`src/rtl/fwd_operand_reg.sv`:
```
// N-source forwarding operand register for one ALU operand, with stall, flush and sticky capture.
// Define FWD_OPERAND_STATS_EN to add the saturating forwarded-load counter fwd_cnt_o.
//
// state | meaning
// RUN   | normal operation, output loads every unstalled cycle
// HOLD  | stalled, nothing captured yet
// CAP   | stalled, a forwarded operand is latched and will be released on unstall
module fwd_operand_reg #(
   parameter int WIDTH   = 32,
   parameter int NUM_SRC = 3,
   localparam int SRC_W  = (NUM_SRC > 1) ? $clog2(NUM_SRC) : 1
) (
   input  logic                     clk_i,
   input  logic                     rst_i,
   input  logic [NUM_SRC*WIDTH-1:0] data_i,
   input  logic [NUM_SRC-2:0]       sel_i,
   input  logic                     valid_i,
   input  logic                     stall_i,
   input  logic                     flush_i,
   output logic [WIDTH-1:0]         data_o,
   output logic                     valid_o,
   output logic                     fwd_o,
   output logic [SRC_W-1:0]         src_o,
`ifdef FWD_OPERAND_STATS_EN
   output logic [31:0]              fwd_cnt_o,
`endif
   output logic                     pending_o
);

   localparam logic [1:0] ST_RUN  = 2'd0;
   localparam logic [1:0] ST_HOLD = 2'd1;
   localparam logic [1:0] ST_CAP  = 2'd2;

   logic [1:0]       state_q, state_d;
   logic [WIDTH-1:0] data_q, data_d;
   logic             valid_q, valid_d;
   logic             fwd_q, fwd_d;
   logic [SRC_W-1:0] src_q, src_d;
   logic [WIDTH-1:0] cap_data_q, cap_data_d;
   logic [SRC_W-1:0] cap_src_q, cap_src_d;

   logic [SRC_W-1:0] live_src;
   logic [WIDTH-1:0] live_data;
   logic             live_fwd;
   logic             load_en;

   // Highest set request bit wins; later iterations override earlier ones.
   always_comb begin
      live_src = '0;
      for (int j = 0; j < NUM_SRC - 1; j++) begin
         if (sel_i[j]) live_src = SRC_W'(j + 1);
      end
   end

   assign live_data = data_i[live_src*WIDTH +: WIDTH];
   assign live_fwd  = (live_src != '0);

   always_comb begin
      state_d    = state_q;
      data_d     = data_q;
      valid_d    = valid_q;
      fwd_d      = fwd_q;
      src_d      = src_q;
      cap_data_d = cap_data_q;
      cap_src_d  = cap_src_q;
      load_en    = 1'b0;

      if (flush_i) begin
         data_d     = '0;
         valid_d    = 1'b0;
         fwd_d      = 1'b0;
         src_d      = '0;
         cap_data_d = '0;
         cap_src_d  = '0;
         state_d    = ST_RUN;
      end else begin
         case (state_q)
            ST_RUN, ST_HOLD: begin
               if (!stall_i) begin
                  load_en = 1'b1;
                  data_d  = live_data;
                  src_d   = live_src;
                  fwd_d   = live_fwd;
                  valid_d = valid_i;
                  state_d = ST_RUN;
               end else if (valid_i && live_fwd) begin
                  cap_data_d = live_data;
                  cap_src_d  = live_src;
                  state_d    = ST_CAP;
               end else begin
                  state_d = ST_HOLD;
               end
            end
            ST_CAP: begin
               // Live inputs are ignored on release; only the captured operand is presented.
               if (!stall_i) begin
                  load_en    = 1'b1;
                  data_d     = cap_data_q;
                  src_d      = cap_src_q;
                  fwd_d      = 1'b1;
                  valid_d    = 1'b1;
                  cap_data_d = '0;
                  cap_src_d  = '0;
                  state_d    = ST_RUN;
               end
            end
            default: state_d = ST_RUN;
         endcase
      end
   end

   always_ff @(posedge clk_i) begin
      if (rst_i) begin
         state_q    <= ST_RUN;
         data_q     <= '0;
         valid_q    <= 1'b0;
         fwd_q      <= 1'b0;
         src_q      <= '0;
         cap_data_q <= '0;
         cap_src_q  <= '0;
      end else begin
         state_q    <= state_d;
         data_q     <= data_d;
         valid_q    <= valid_d;
         fwd_q      <= fwd_d;
         src_q      <= src_d;
         cap_data_q <= cap_data_d;
         cap_src_q  <= cap_src_d;
      end
   end

   assign data_o    = data_q;
   assign valid_o   = valid_q;
   assign fwd_o     = fwd_q;
   assign src_o     = src_q;
   assign pending_o = (state_q == ST_CAP);

`ifdef FWD_OPERAND_STATS_EN
   logic [31:0] fwd_cnt_q, fwd_cnt_d;

   always_comb begin
      fwd_cnt_d = fwd_cnt_q;
      if (load_en && fwd_d && valid_d && (fwd_cnt_q != 32'hFFFF_FFFF))
         fwd_cnt_d = fwd_cnt_q + 32'd1;
   end

   always_ff @(posedge clk_i) begin
      if (rst_i) fwd_cnt_q <= '0;
      else       fwd_cnt_q <= fwd_cnt_d;
   end

   assign fwd_cnt_o = fwd_cnt_q;
`endif

endmodule

```
`config.mk`:
```
export PLATFORM = sky130hd
export DESIGN_NAME = fwd_operand_reg
export DESIGN_NICKNAME = d
export VERILOG_FILES = /design/src/rtl/fwd_operand_reg.sv
export SDC_FILE = /design/constraint.sdc
export NUM_CORES = 1
export LEC_CHECK = 0
export ABC_AREA = 1
export BUFFER_PORTS_ARGS = -buffer_cell sky130_fd_sc_hd__buf_2
export CAP_MARGIN = 20
export CORE_ASPECT_RATIO = 0.7
export CORE_MARGIN = 2
export CORE_UTILIZATION = 51
export CTS_BUF_LIST = sky130_fd_sc_hd__clkbuf_8
export CTS_CLUSTER_DIAMETER = 40
export DETAILED_ROUTE_END_ITERATION = 6
export PLACE_DENSITY = 0.84
export RECOVER_POWER = 25
export SLEW_MARGIN = 20
export SYNTH_ARGS = -nofsm -noshare
export SYNTH_HDL_FRONTEND = slang
export SYNTH_SLANG_ARGS = --single-unit
```
`constraint.sdc`:
```
create_clock -name clk_i -period 1.25 [get_ports clk_i]
set_input_delay 0.0625 -clock clk_i [delete_from_list [all_inputs] [get_ports clk_i]]
set_output_delay 0.0625 -clock clk_i [all_outputs]
set_load 0.01 [all_outputs]
```
==> results.sh <==
export IMPL_status="complete, no violations"
export IMPL_clkTransAtPathRegs_ps=80
export IMPL_wl_mm=11.6
export IMPL_critPathCaptureType="output port"
export IMPL_max_stage_delay_ps=400
export IMPL_layout_common_cells="138 x buf_2, 132 x nand3_1, 100 x nand2_1, 82 x a21oi_1, 70 x dfxtp_1"
export IMPL_layout_drive_gt1_share_pct=34.2
export IMPL_regArea_um2=1450
export IMPL_worstPathMaxFanout=3
export IMPL_wl_per_cell_um=15.5
export IMPL_grt_pass1_vias=3817
export IMPL_cts_sinks=72
export IMPL_die_area_um2=8060
export IMPL_cp_required_ps=1190
export IMPL_n_antenna_cell=0
export IMPL_timing_fmax_ghz=0.803
export IMPL_relSlewSlack_pct=79.7
export IMPL_ys_flop_type="dfxtp_1"
export IMPL_cts_buffers_inserted=9
export IMPL_overflow=0
export IMPL_die_h_um=75.7
export IMPL_finalCritPeriodShare_pct=99.6
export IMPL_critPathBufInv=3
export IMPL_path_class="flop to output port"
export IMPL_drcViolationCount=0
export IMPL_setup_violations=0
export IMPL_dr_pass1_iters=7
export IMPL_layout_commonest_cell="buf_2"
export IMPL_pre_cts_slack_ps=-90.1
export IMPL_synth_edff_count=0
export IMPL_synth_cell_type_count=25
export IMPL_hold_path_class="primary input to flop"
export IMPL_grt_start_max_net_pins=35
export IMPL_syn_area_per_cell_um2=7.30
export IMPL_start_util_pct=51.9
export IMPL_fin_ws_ps=4.73
export IMPL_synth_top_area_cell="dfxtp_1"
export IMPL_syn_area_um2=3750
export IMPL_drtIter0Drc=338
export IMPL_crit_chain="inv_6 > nor2_8 > buf_12 > buf_6"
export IMPL_rsz0062_at_grt="yes"
export IMPL_synth_seq_area_share_pct=38.5
export IMPL_synth_cells=513
export IMPL_rows=26
export IMPL_tightest_slew_ps=305
export IMPL_cts_tree="done"
export IMPL_clk_latency_ps=360
export IMPL_grt_pass1_wl_mm=17.6
export IMPL_clockBufferDepth=2
export IMPL_die_w_um=106
export IMPL_synth_async_sr_flop_share_pct=0
export IMPL_vias=4282
export IMPL_antenna_found_initial=0
export IMPL_slew_viol_final=0
export IMPL_crit_family="flip-flops"
export IMPL_maxCapViolations=0
export IMPL_syn_nets=616
export IMPL_ios=140
export IMPL_vdd_drop_max_mv=0.497
export IMPL_drt_antenna_violating_nets=0
export IMPL_hold_viol=0
export IMPL_period_needed_ps=1250
export IMPL_critPathArrivalTime_ps=1180
export IMPL_multi_input_area_um2=1970
export IMPL_syn_to_final_growth_pct=30.7
export IMPL_synth_top_area_share_pct=38.5
export IMPL_fin_util_pct=67.8
export IMPL_p_leak_nw=2.19
export IMPL_htree_levels=3
export IMPL_avgViaCountPerCell=5.71
export IMPL_power_density_nw_per_um2=1080
export IMPL_fin_hold_ws_ps=44.1
export IMPL_critPathLaunchType="flop"
export IMPL_dpl_hpwl_mm=7.74
export IMPL_track_usage_pct=28.0
export IMPL_cts_root_buf="clkbuf_8"
export IMPL_num_fill_cells=598
export IMPL_layout_nets=750
export IMPL_io_buffers=139
export IMPL_skew_ps=6.46
export IMPL_synthTopCellsByArea="dfxtp_1 38%, nand3_1 18%, a21oi_1 11%"
export IMPL_globalplace_congestion=0.850
export IMPL_ys_warn_count=0
export IMPL_coreArea_um2=7220
export IMPL_cpMaxStageDelayCell="dfxtp_4"
export IMPL_synth_seq_cells=72
==> final timing paths <==
kind,from,end,slack (ps),cells past startpoint
min reg2reg,cap_data_q[19],cap_data_q[19],490,2
min,stall_i,state_q[1],40,3
max reg2reg,state_q[1],data_o[18],40,6
max,state_q[1],pending_o,5,4
==> flip-flops by register name, summed over array words and instances, names as in the netlist <==
name	flops
fwd_o	1
state_q	2
data_o	32
cap_data_q	32
cap_src_q	2
valid_o	1
src_o	2
==> cells in the mapped netlist, types with 2 or more instances <==
library cell	number
nand3_1	132
buf_4	8
o21ai_1	3
nand2_4	3
dfxtp_1	72
buf_6	11
nand2_1	100
nor2_8	2
clkbuf_1	7
buf_2	19
o21ai_0	33
inv_1	4
nor2_4	2
inv_2	4
a21oi_1	84
a21oi_2	20
==> worst register-to-register path: cells and delay by family, from the launching register on <==
kind            cells  cell delay [ps]
flops               1              400
buf+inv             3              360
compound gates      2              230
simple gates        1              150
==> power breakdown <==
part / internal (mW) / leakage, nW / switching (mW)
clock network: 0.941 / 0.0964 / 0.970
registers: 2.36 / 0.587 / 0.0429
logic: 0.409 / 1.51 / 0.562
==> cell families after synthesis <==
logic type	after synthesis	share of synthesized area (%)
AOI/OAI and AO/OA	141	20.9
buffers and inverters	56	9.68
DFF	72	38.5
and+or+nand+nor	244	31.0
==> layout make-up <==
type	count	area share, %
multi-input cells	385	40.3
flip-flops and latches	72	29.5
repair buffers	169	22.5
clock buffers	9	2.53
well taps	98	2.50
clock inverters	7	1.64
inverters	10	1.02
==> per-layer routing <==
metal | global-route usage, % | up-vias | share of wire, %
met1 | 34.1 | 1978 | 41
met2 | 48.9 | 226 | 48
li1 | - | 2044 | -
met5 | 0 | - | 0
met4 | 11.1 | 0 | 2.0
met3 | 6.84 | 34 | 9.4
==> metrics by stage <==
step | instance area [µm²] | power (mW) | instances | setup TNS (ps)
2_1_floorplan | 3750 | 3.01 | 513 | 0
3_3_place_gp | 4570 | 3.35 | 729 | 0
3_5_place_dp | 4570 | 3.38 | 729 | -2450
4_1_cts | 4800 | 5.27 | 748 | 0
5_1_grt | 4900 | 5.50 | 750 | -67.0
6_report | 4900 | 5.29 | 750 | 0
==> repair_timing <==
| item | in CTS | in global routing |
|---|---|---|
| gates cloned | 0 | 1 |
| endpoints found under the setup margin | 56 | 56 |
| resized for setup | 4 | 13 |
| pin swaps | 1 | 4 |
| hold buffers | 0 | 0 |
| buffers inserted | 3 | 1 |
Note: power is estimated with default switching activity, not from simulation.
